`src/rtl/cta_dealloc_requester.sv`:
```
// cta_dealloc_requester
// Initiator side of the resource-table dealloc interface. Buffers workgroup
// completion reports from the CUs, issues one dealloc command at a time to the
// resource table (yielding to alloc commands on the shared interface), waits
// for the matching dealloc-done, then reports the freed WG to the host.
//
// Ports:
//   clk, rst_n                      clock, synchronous active-low reset
//   cu_wg_done_valid_i/_ready_o     CU completion report handshake
//   cu_wg_done_cu_id_i/_wg_id_i     reporting CU / finished WG
//   dis_controller_wg_alloc_valid_i alloc command occupies the shared interface
//   dealloc_valid_o                 dealloc strobe (combinational)
//   dealloc_cu_id_o/_wg_id_o        dealloc command ids
//   grt_wg_dealloc_done_i           dealloc-done pulse from the resource table
//   grt_wg_dealloc_cu_id_i/_wg_id_i ids carried with the done pulse
//   host_wg_done_valid_o/_ready_i   freed-WG report handshake to the host
//   host_wg_done_cu_id_o/_wg_id_o   freed-WG report ids
//   busy_o                          work pending or in flight
//   err_mismatch_o, err_timeout_o   sticky error flags

module cta_dealloc_requester #(
    parameter int unsigned WG_ID_W    = 8,
    parameter int unsigned CU_ID_W    = 4,
    parameter int unsigned FIFO_DEPTH = 4,
    parameter int unsigned TIMEOUT    = 255
) (
    input  logic               clk,
    input  logic               rst_n,
    input  logic               cu_wg_done_valid_i,
    output logic               cu_wg_done_ready_o,
    input  logic [CU_ID_W-1:0] cu_wg_done_cu_id_i,
    input  logic [WG_ID_W-1:0] cu_wg_done_wg_id_i,
    input  logic               dis_controller_wg_alloc_valid_i,
    output logic               dealloc_valid_o,
    output logic [CU_ID_W-1:0] dealloc_cu_id_o,
    output logic [WG_ID_W-1:0] dealloc_wg_id_o,
    input  logic               grt_wg_dealloc_done_i,
    input  logic [CU_ID_W-1:0] grt_wg_dealloc_cu_id_i,
    input  logic [WG_ID_W-1:0] grt_wg_dealloc_wg_id_i,
    output logic               host_wg_done_valid_o,
    input  logic               host_wg_done_ready_i,
    output logic [CU_ID_W-1:0] host_wg_done_cu_id_o,
    output logic [WG_ID_W-1:0] host_wg_done_wg_id_o,
    output logic               busy_o,
    output logic               err_mismatch_o,
    output logic               err_timeout_o
);

    localparam int unsigned PTR_W = (FIFO_DEPTH > 1) ? $clog2(FIFO_DEPTH) : 1;
    localparam int unsigned CNT_W = PTR_W + 1;
    localparam int unsigned ENT_W = CU_ID_W + WG_ID_W;
    localparam int unsigned TMO_W = 16;

    localparam logic [1:0] S_IDLE   = 2'd0;
    localparam logic [1:0] S_ISSUE  = 2'd1;
    localparam logic [1:0] S_WAIT   = 2'd2;
    localparam logic [1:0] S_REPORT = 2'd3;

    logic [1:0]         state, state_nxt;
    logic [ENT_W-1:0]   fifo_mem [FIFO_DEPTH];
    logic [PTR_W-1:0]   wr_ptr, rd_ptr;
    logic [CNT_W-1:0]   count, count_nxt;
    logic [CU_ID_W-1:0] cmd_cu;
    logic [WG_ID_W-1:0] cmd_wg;
    logic [TMO_W-1:0]   tmo_cnt, tmo_nxt, tmo_inc;
    logic               err_mm_q, err_mm_nxt;
    logic               err_to_q, err_to_nxt;
    logic               ready_q, busy_q, host_valid_q;
    logic               push, pop, done_match;

    assign push       = cu_wg_done_valid_i & ready_q;
    assign done_match = grt_wg_dealloc_done_i
                      & (grt_wg_dealloc_cu_id_i == cmd_cu)
                      & (grt_wg_dealloc_wg_id_i == cmd_wg);
    assign tmo_inc    = tmo_cnt + TMO_W'(1);

    // Next-state, FIFO pop and error decisions
    always_comb begin
        state_nxt  = state;
        pop        = 1'b0;
        tmo_nxt    = tmo_cnt;
        err_mm_nxt = err_mm_q;
        err_to_nxt = err_to_q;
        count_nxt  = count;

        case (state)
            S_IDLE: begin
                if (count != '0) begin
                    pop       = 1'b1;
                    state_nxt = S_ISSUE;
                end
            end
            S_ISSUE: begin
                // Alloc owns the shared id lines this cycle; hold the command.
                if (!dis_controller_wg_alloc_valid_i) begin
                    state_nxt = S_WAIT;
                    tmo_nxt   = '0;
                end
            end
            S_WAIT: begin
                if (done_match) begin
                    state_nxt = S_REPORT;
                end else if (tmo_inc == TMO_W'(TIMEOUT)) begin
                    state_nxt  = S_ISSUE;
                    err_to_nxt = 1'b1;
                end else begin
                    tmo_nxt = tmo_inc;
                end
            end
            S_REPORT: begin
                if (host_wg_done_ready_i) begin
                    state_nxt = S_IDLE;
                end
            end
            default: state_nxt = S_IDLE;
        endcase

        // Any done that does not close the outstanding command is an error.
        if (grt_wg_dealloc_done_i && !((state == S_WAIT) && done_match)) begin
            err_mm_nxt = 1'b1;
        end

        case ({push, pop})
            2'b10:   count_nxt = count + CNT_W'(1);
            2'b01:   count_nxt = count - CNT_W'(1);
            default: count_nxt = count;
        endcase
    end

    // FIFO storage; contents are don't-care while the pointers are reset
    always_ff @(posedge clk) begin
        if (rst_n && push) begin
            fifo_mem[wr_ptr] <= {cu_wg_done_cu_id_i, cu_wg_done_wg_id_i};
        end
    end

    // State, pointers, command registers and registered outputs
    always_ff @(posedge clk) begin
        if (!rst_n) begin
            state        <= S_IDLE;
            wr_ptr       <= '0;
            rd_ptr       <= '0;
            count        <= '0;
            cmd_cu       <= '0;
            cmd_wg       <= '0;
            tmo_cnt      <= '0;
            err_mm_q     <= 1'b0;
            err_to_q     <= 1'b0;
            ready_q      <= 1'b1;
            busy_q       <= 1'b0;
            host_valid_q <= 1'b0;
        end else begin
            state    <= state_nxt;
            count    <= count_nxt;
            tmo_cnt  <= tmo_nxt;
            err_mm_q <= err_mm_nxt;
            err_to_q <= err_to_nxt;
            if (push) begin
                wr_ptr <= wr_ptr + PTR_W'(1);
            end
            if (pop) begin
                rd_ptr           <= rd_ptr + PTR_W'(1);
                {cmd_cu, cmd_wg} <= fifo_mem[rd_ptr];
            end
            ready_q      <= (count_nxt != CNT_W'(FIFO_DEPTH));
            busy_q       <= (state_nxt != S_IDLE) || (count_nxt != '0);
            host_valid_q <= (state_nxt == S_REPORT);
        end
    end

    assign cu_wg_done_ready_o   = ready_q;
    assign dealloc_valid_o      = (state == S_ISSUE) & ~dis_controller_wg_alloc_valid_i;
    assign dealloc_cu_id_o      = cmd_cu;
    assign dealloc_wg_id_o      = cmd_wg;
    assign host_wg_done_valid_o = host_valid_q;
    assign host_wg_done_cu_id_o = cmd_cu;
    assign host_wg_done_wg_id_o = cmd_wg;
    assign busy_o               = busy_q;
    assign err_mismatch_o       = err_mm_q;
    assign err_timeout_o        = err_to_q;

endmodule

```
`config.mk`:
```
export PLATFORM = sky130hd
export DESIGN_NAME = cta_dealloc_requester
export DESIGN_NICKNAME = d
export VERILOG_FILES = /design/src/rtl/cta_dealloc_requester.sv
export SDC_FILE = /design/constraint.sdc
export NUM_CORES = 1
export LEC_CHECK = 0
export CAP_MARGIN = 20
export CORE_ASPECT_RATIO = 0.8
export CORE_MARGIN = 2
export CORE_UTILIZATION = 55
export DETAILED_ROUTE_END_ITERATION = 16
export HOLD_SLACK_MARGIN = 0.12
export PLACE_DENSITY_LB_ADDON = 0.2
export SYNTH_ARGS = -nofsm -noshare
export SYNTH_HDL_FRONTEND = slang
export SYNTH_SLANG_ARGS = --single-unit
```
`constraint.sdc`:
```
create_clock -name clk -period 4.05 [get_ports clk]
set_clock_uncertainty 0.05 [all_clocks]
set_input_delay 0.81 -clock clk [delete_from_list [all_inputs] [get_ports clk]]
set_output_delay 0.81 -clock clk [all_outputs]
set_load 0.02 [all_outputs]
```
==> impl_metrics.json, run 1 <==
{
  "outcome": "finished clean",
  "clock_path_buffers": 2,
  "tightest_slew_ns": 0.9022,
  "clkPwrFrac": 0.215,
  "core_um2": 7462,
  "seq_area_frac_synth": 0.5346,
  "power_density_nw_per_um2": 580.7,
  "cts_made_buffers": 9,
  "yosysMostFrequentCell": "nand2_1",
  "finalSetupTns_ns": 0,
  "finalCriticalPeriod_ns": 3.307,
  "cts_resized": 0,
  "synth.largest_area_cell": "edfxtp_1",
  "final_nets": 460,
  "leakage_nw": 1.694,
  "synth_common_cells": "57 x nand2_1, 48 x edfxtp_1, 42 x dfxtp_1, 21 x a21boi_0, 20 x xnor2_1",
  "ir_drop_uv": 457.3,
  "crit_required_ns": 3.19,
  "switching_share": 0.3537,
  "finalSetupViolations": 0,
  "cts.sinks": 90,
  "syn_area_per_cell_um2": 11.32,
  "rsz0062_at_grt": "no",
  "register_area_um2": 2282,
  "yosysWarningCount": 0,
  "place_congestion": 0.7900,
  "p_comb_frac": 0.366,
  "grt_pass1_wl_mm": 14.01,
  "cts_tree": "done",
  "worstSetupPathType": "in -> out",
  "max_freq_ghz": 0.3023,
  "via_count": 2968,
  "final-hold-violation-count": 0,
  "postCtsHoldBufs": 0,
  "synth_nets": 415,
  "rows": 28,
  "vias_per_cell": 5.579,
  "numPortBuffers": 59,
  "ys_ff_latch": 90,
  "die-width_um": 102.5,
  "root_buffer": "clkbuf_8",
  "drive_gt1_frac": 0.1007,
  "yosysUniqueCellTypes": 51,
  "fin_crit_sh": 0.8167,
  "drc": 0,
  "seq_power_share": 0.419,
  "ant_nets": 0,
  "diodes": 0,
  "synth_ff_type": "edfxtp_1",
  "first_iter_violations": 187,
  "routedWlPerCell_um": 15.86,
  "dr.pass1.iters": 4,
  "post_cts_buffers": 0,
  "fillers": 582,
  "path_clk_slew_ns": 0.09,
  "synth_edf_count": 48,
  "maxCapViolCount": 0,
  "antenna_found_initial": 0,
  "fin_util": 0.6806,
  "dieArea_um2": 8487,
  "cp-end-kind": "primary output",
  "gr-usage-all-layers": 0.2120,
  "synthArstFlopShare": 0,
  "intPower_mw": 1.906,
  "netlist_instances": 377,
  "start_util": 0.5721,
  "max_slew_margin": 0.3977,
  "synthTopCellsByArea": "edfxtp_1 34%, dfxtp_1 20%, mux4_2 6.3%",
  "routed_wl_mm": 8.437,
  "gr-total-overflow": 0,
  "area_growth_pct": 18.96,
  "first_global_vias": 2881,
  "crit_arrival_ns": 2.45,
  "io_pins": 60,
  "dpl.hpwl_mm": 5.836,
  "syn_area_um2": 4269,
  "die_h_um": 82.80,
  "slew_viol_final": 0,
  "grt_max_degree": 46,
  "cts_max_level": 3,
  "insertion_delay_ns": 0.36,
  "start_kind": "primary input",
  "synth_top_cell_area_share": 0.3376,
  "p_sw_mw": 1.043,
  "multiInputGateArea_um2": 1780,
  "cp_max_fo": 5,
  "holdCritPathClass": "reg -> reg"
}
logic make-up (layout without fill, tap and decap cells):
group | Yosys count | count (layout) | share of synthesized area
xor+xnor | 23 | 23 | 0.04719
buf+inv | 42 | 92 | 0.04836
simple gates | 133 | 133 | 0.1606
compound gates | 62 | 62 | 0.1029
flops | 90 | 90 | 0.5346
fa+ha+maj | 8 | 8 | 0.02520
mux | 19 | 19 | 0.08118
through the flow:
step	cells	total power [mW]	hold WS, ns	instance area (um2)	setup WS, ns
floorplan	377	1.972	0.4265	4269	1.021
global route	532	3.119	0.4692	5079	0.6711
detailed placement	516	2.342	0.4175	4871	0.7535
global placement	516	2.314	0.3992	4871	0.7615
finish	532	2.949	0.4368	5079	0.7426
CTS	532	2.977	0.4402	5079	0.7425
critical path: stages:
cell and delay [ns]:
clkdlybuf4s50_1 0.42, or3b_2 0.52, inv_1 0.10, clkdlybuf4s50_1 0.60
worst paths after layout:
kind                                    from               to  slack (ns)  depth (start not counted)
min reg2reg                    err_timeout_o    err_timeout_o        0.44                          1
min                            err_timeout_o    err_timeout_o        0.44                          1
max          dis_controller_wg_alloc_valid_i  dealloc_valid_o        0.74                          4
max reg2reg                       tmo_cnt[1]       tmo_cnt[2]        1.12                          9
cells in the final DEF, fill, tap and decap left out, types with 4 or more instances in the layout:
cell type        netlist  final
and3_1                 6      6
xnor2_1               20     20
dfxtp_1               42     42
and2_1                11     11
o21a_1                12     12
a21oi_1                9      9
a21boi_0              21     21
nand3_1                6      6
clkbuf_8               0      9
edfxtp_1              48     48
nand2_1               57     57
nand4_1                7      7
or3_1                  4      4
nor3_1                13     13
clkdlybuf4s50_1        0     59
mux4_2                12     12
o21ai_0                7      7
ha_1                   7      7
nor2_1                 9      9
buf_4                 12      6
mux2i_1                5      5
inv_1                 11     11
cell type report:
cell class	instances	area share
clock buffers	9	0.02439
flip-flops and latches	90	0.4494
inverters	11	0.008130
clock inverters	7	0.01651
multi-input cells	245	0.3506
repair buffers	65	0.1252
well taps	105	0.02587
sequential cells by signal, summed over array words and instances (netlist names):
signal and cells:
dealloc_cu_id_o 4, wr_ptr 2, dealloc_wg_id_o 8, err_mismatch_o 1, err_timeout_o 1, rd_ptr 2
busy_o 1, cu_wg_done_ready_o 1, count 3, state 2, host_wg_done_valid_o 1, tmo_cnt 16
fifo_mem 48
routing by layer:
metal / wire length [um] / vias to the layer above / GRT usage
met5: 0 / - / 0
met4: 145 / 0 / 0.06303
met3: 473 / 17 / 0.04461
met2: 4040 / 85 / 0.3393
met1: 3777 / 1430 / 0.2909
li1: - / 1436 / -
power by group through the flow:
stage	Sequential [mW]	Clock [mW]	Combinational [mW]
global route	1.26	0.681	1.18
floorplan	1.27	0	0.703
global placement	1.26	0	1.06
CTS	1.24	0.647	1.09
finish	1.24	0.633	1.08
detailed placement	1.26	0	1.08
(Power assumes the default switching activity.)
==> run 2: changes to the inputs <==
- CORE_UTILIZATION: 55 -> 49
- clock period: 4.05 -> 2.92 ns (I/O delays scaled with it)
==> run 2 against run 1 <==
  * Die area rose by 12%
  * Hold slack got worse by 0.012 ns
  * Via count fell by 2.2%
  * Total power rose by 39%
  * Highest routed layer unchanged
  * Clock-buffer cell count did not move
  * Flip-flop and latch count did not move
  * Combinational power rose by 44%
  * Sequential share of layout area fell by 0.61 points
  * Clock power rose by 35%
==> impl_metrics.json, run 2 (synthesis results as in run 1) <==
{
  "start_util": 0.5032,
  "diodes": 0,
  "fin_crit_sh": 0.9564,
  "cp_max_fo": 2,
  "cts_max_level": 3,
  "finalSetupTns_ns": 0,
  "cts_tree": "done",
  "startpoint": "dis_controller_wg_alloc_valid_i",
  "cp-end-kind": "primary output",
  "routed_wl_mm": 8.320,
  "vias_per_cell": 5.299,
  "hold_end": "err_timeout_o",
  "drive_gt1_frac": 0.1193,
  "worstSetupPathType": "in -> out",
  "r2r-start": "tmo_cnt[1]",
  "numPortBuffers": 59,
  "grt_pass1_wl_mm": 13.71,
  "root_buffer": "clkbuf_8",
  "clock_path_buffers": 2,
  "insertion_delay_ns": 0.35,
  "place_congestion": 0.8247,
  "post_cts_buffers": 0,
  "leakage_nw": 1.733,
  "holdCritPathClass": "reg -> reg",
  "routedWlPerCell_um": 15.18,
  "hp-start": "err_timeout_o",
  "via_count": 2904,
  "dieArea_um2": 9479,
  "gr-usage-all-layers": 0.1889,
  "crit_required_ns": 2.29,
  "hold_path_depth": 1,
  "outcome": "finished clean",
  "power_density_nw_per_um2": 793.9,
  "dpl.hpwl_mm": 5.863,
  "final_nets": 469,
  "top_register": "fifo_mem",
  "ant_nets": 0,
  "io_pins": 60,
  "grt_max_degree": 46,
  "rows": 30,
  "area_growth_pct": 20.60,
  "core_um2": 8483,
  "largest_reg_flops": 48,
  "rr_worst_depth": 8,
  "layout_commonest_cell": "clkdlybuf4s50_1",
  "finalSetupViolations": 0,
  "tightest_slew_ns": 0.6666,
  "ir_drop_uv": 593.6,
  "die_h_um": 87.49,
  "fin_ws_ns": 0.1274,
  "first_iter_violations": 138,
  "cts_made_buffers": 9,
  "postCtsHoldBufs": 0,
  "die-width_um": 108.4,
  "rsz0062_at_grt": "no",
  "mostFrequentLayoutCells": "59 x clkdlybuf4s50_1, 57 x nand2_1, 48 x edfxtp_1",
  "regToRegSetupSlack_ns": 0.27,
  "path_clk_slew_ns": 0.09,
  "max_slew_margin": 0.5550,
  "start_kind": "primary input",
  "r2r_end": "tmo_cnt[3]",
  "slew_viol_final": 0,
  "finalCriticalPeriod_ns": 2.793,
  "cts.sinks": 90,
  "drc": 0,
  "first_global_vias": 2836,
  "crit_arrival_ns": 2.16,
  "antenna_found_initial": 0,
  "dr.pass1.iters": 4,
  "final-hold-violation-count": 0,
  "pre_cts_ws_ns": -0.1095,
  "maxCapViolCount": 0,
  "gr-total-overflow": 0,
  "cts_resized": 0,
  "max_freq_ghz": 0.3581
}
==> run 2: cell types whose count changed in the layout (fill, tap and decap cells not counted), sizes merged <==
cell | previous run | this run
clkinv | 1 | 3
inv | 15 | 13
buf | 6 | 15
==> run 2: worst max path at each step <==
| stage | to | slack [ns] |
|---|---|---|
| 2_1_floorplan | busy_o | 0.02 |
| 3_3_place_gp | tmo_cnt[7] | -0.06 |
| 3_5_place_dp | tmo_cnt[11] | -0.11 |
| 4_1_cts | dealloc_valid_o | 0.12 |
| 5_1_grt | tmo_cnt[3] | 0.04 |
| 6_report | dealloc_valid_o | 0.13 |
==> run 2: layout make-up <==
cell class                      count  area [um2]
Clock inverter                      7       77.57
Fill cell                         735        3334
Multi-Input combinational cell    245        1780
Inverter                           11       41.29
Sequential cell                    90        2282
Clock buffer                        9       123.9
Timing Repair Buffer               74       703.2
Tap cell                          112       140.1
==> run 2: power breakdown <==
| part | switching (mW) | leakage, nW | total, mW | internal (mW) |
|---|---|---|---|---|
| sequential | 0.169 | 0.778 | 1.67 | 1.50 |
| combinational | 0.802 | 0.855 | 1.56 | 0.756 |
| clock | 0.453 | 0.100 | 0.856 | 0.403 |
==> run 2: critical path: stages <==
cell and delay (ns):
clkdlybuf4s50_1 0.42, or3b_2 0.47, inv_1 0.08, clkdlybuf4s50_1 0.60
==> run 2: per-layer routing <==
layer,routed length [um],up-vias,GRT usage
met4,55,0,0.03030
met3,392,5,0.05011
met2,3979,59,0.3150
met5,0,-,0
li1,-,1452,-
met1,3893,1388,0.2546
==> run 2: metrics by stage <==
stage | power, mW | std cells | cell area, um2 | hold WS [ns] | utilization
2_1_floorplan | 2.737 | 377 | 4270 | 0.4265 | -
5_1_grt | 4.338 | 548 | 5149 | 0.4441 | 0.6069
3_5_place_dp | 3.283 | 532 | 4947 | 0.4090 | 0.5832
6_report | 4.088 | 548 | 5149 | 0.4244 | 0.6069
3_3_place_gp | 3.255 | 532 | 4947 | 0.4019 | 0.5832
4_1_cts | 4.141 | 548 | 5149 | 0.4316 | 0.6069
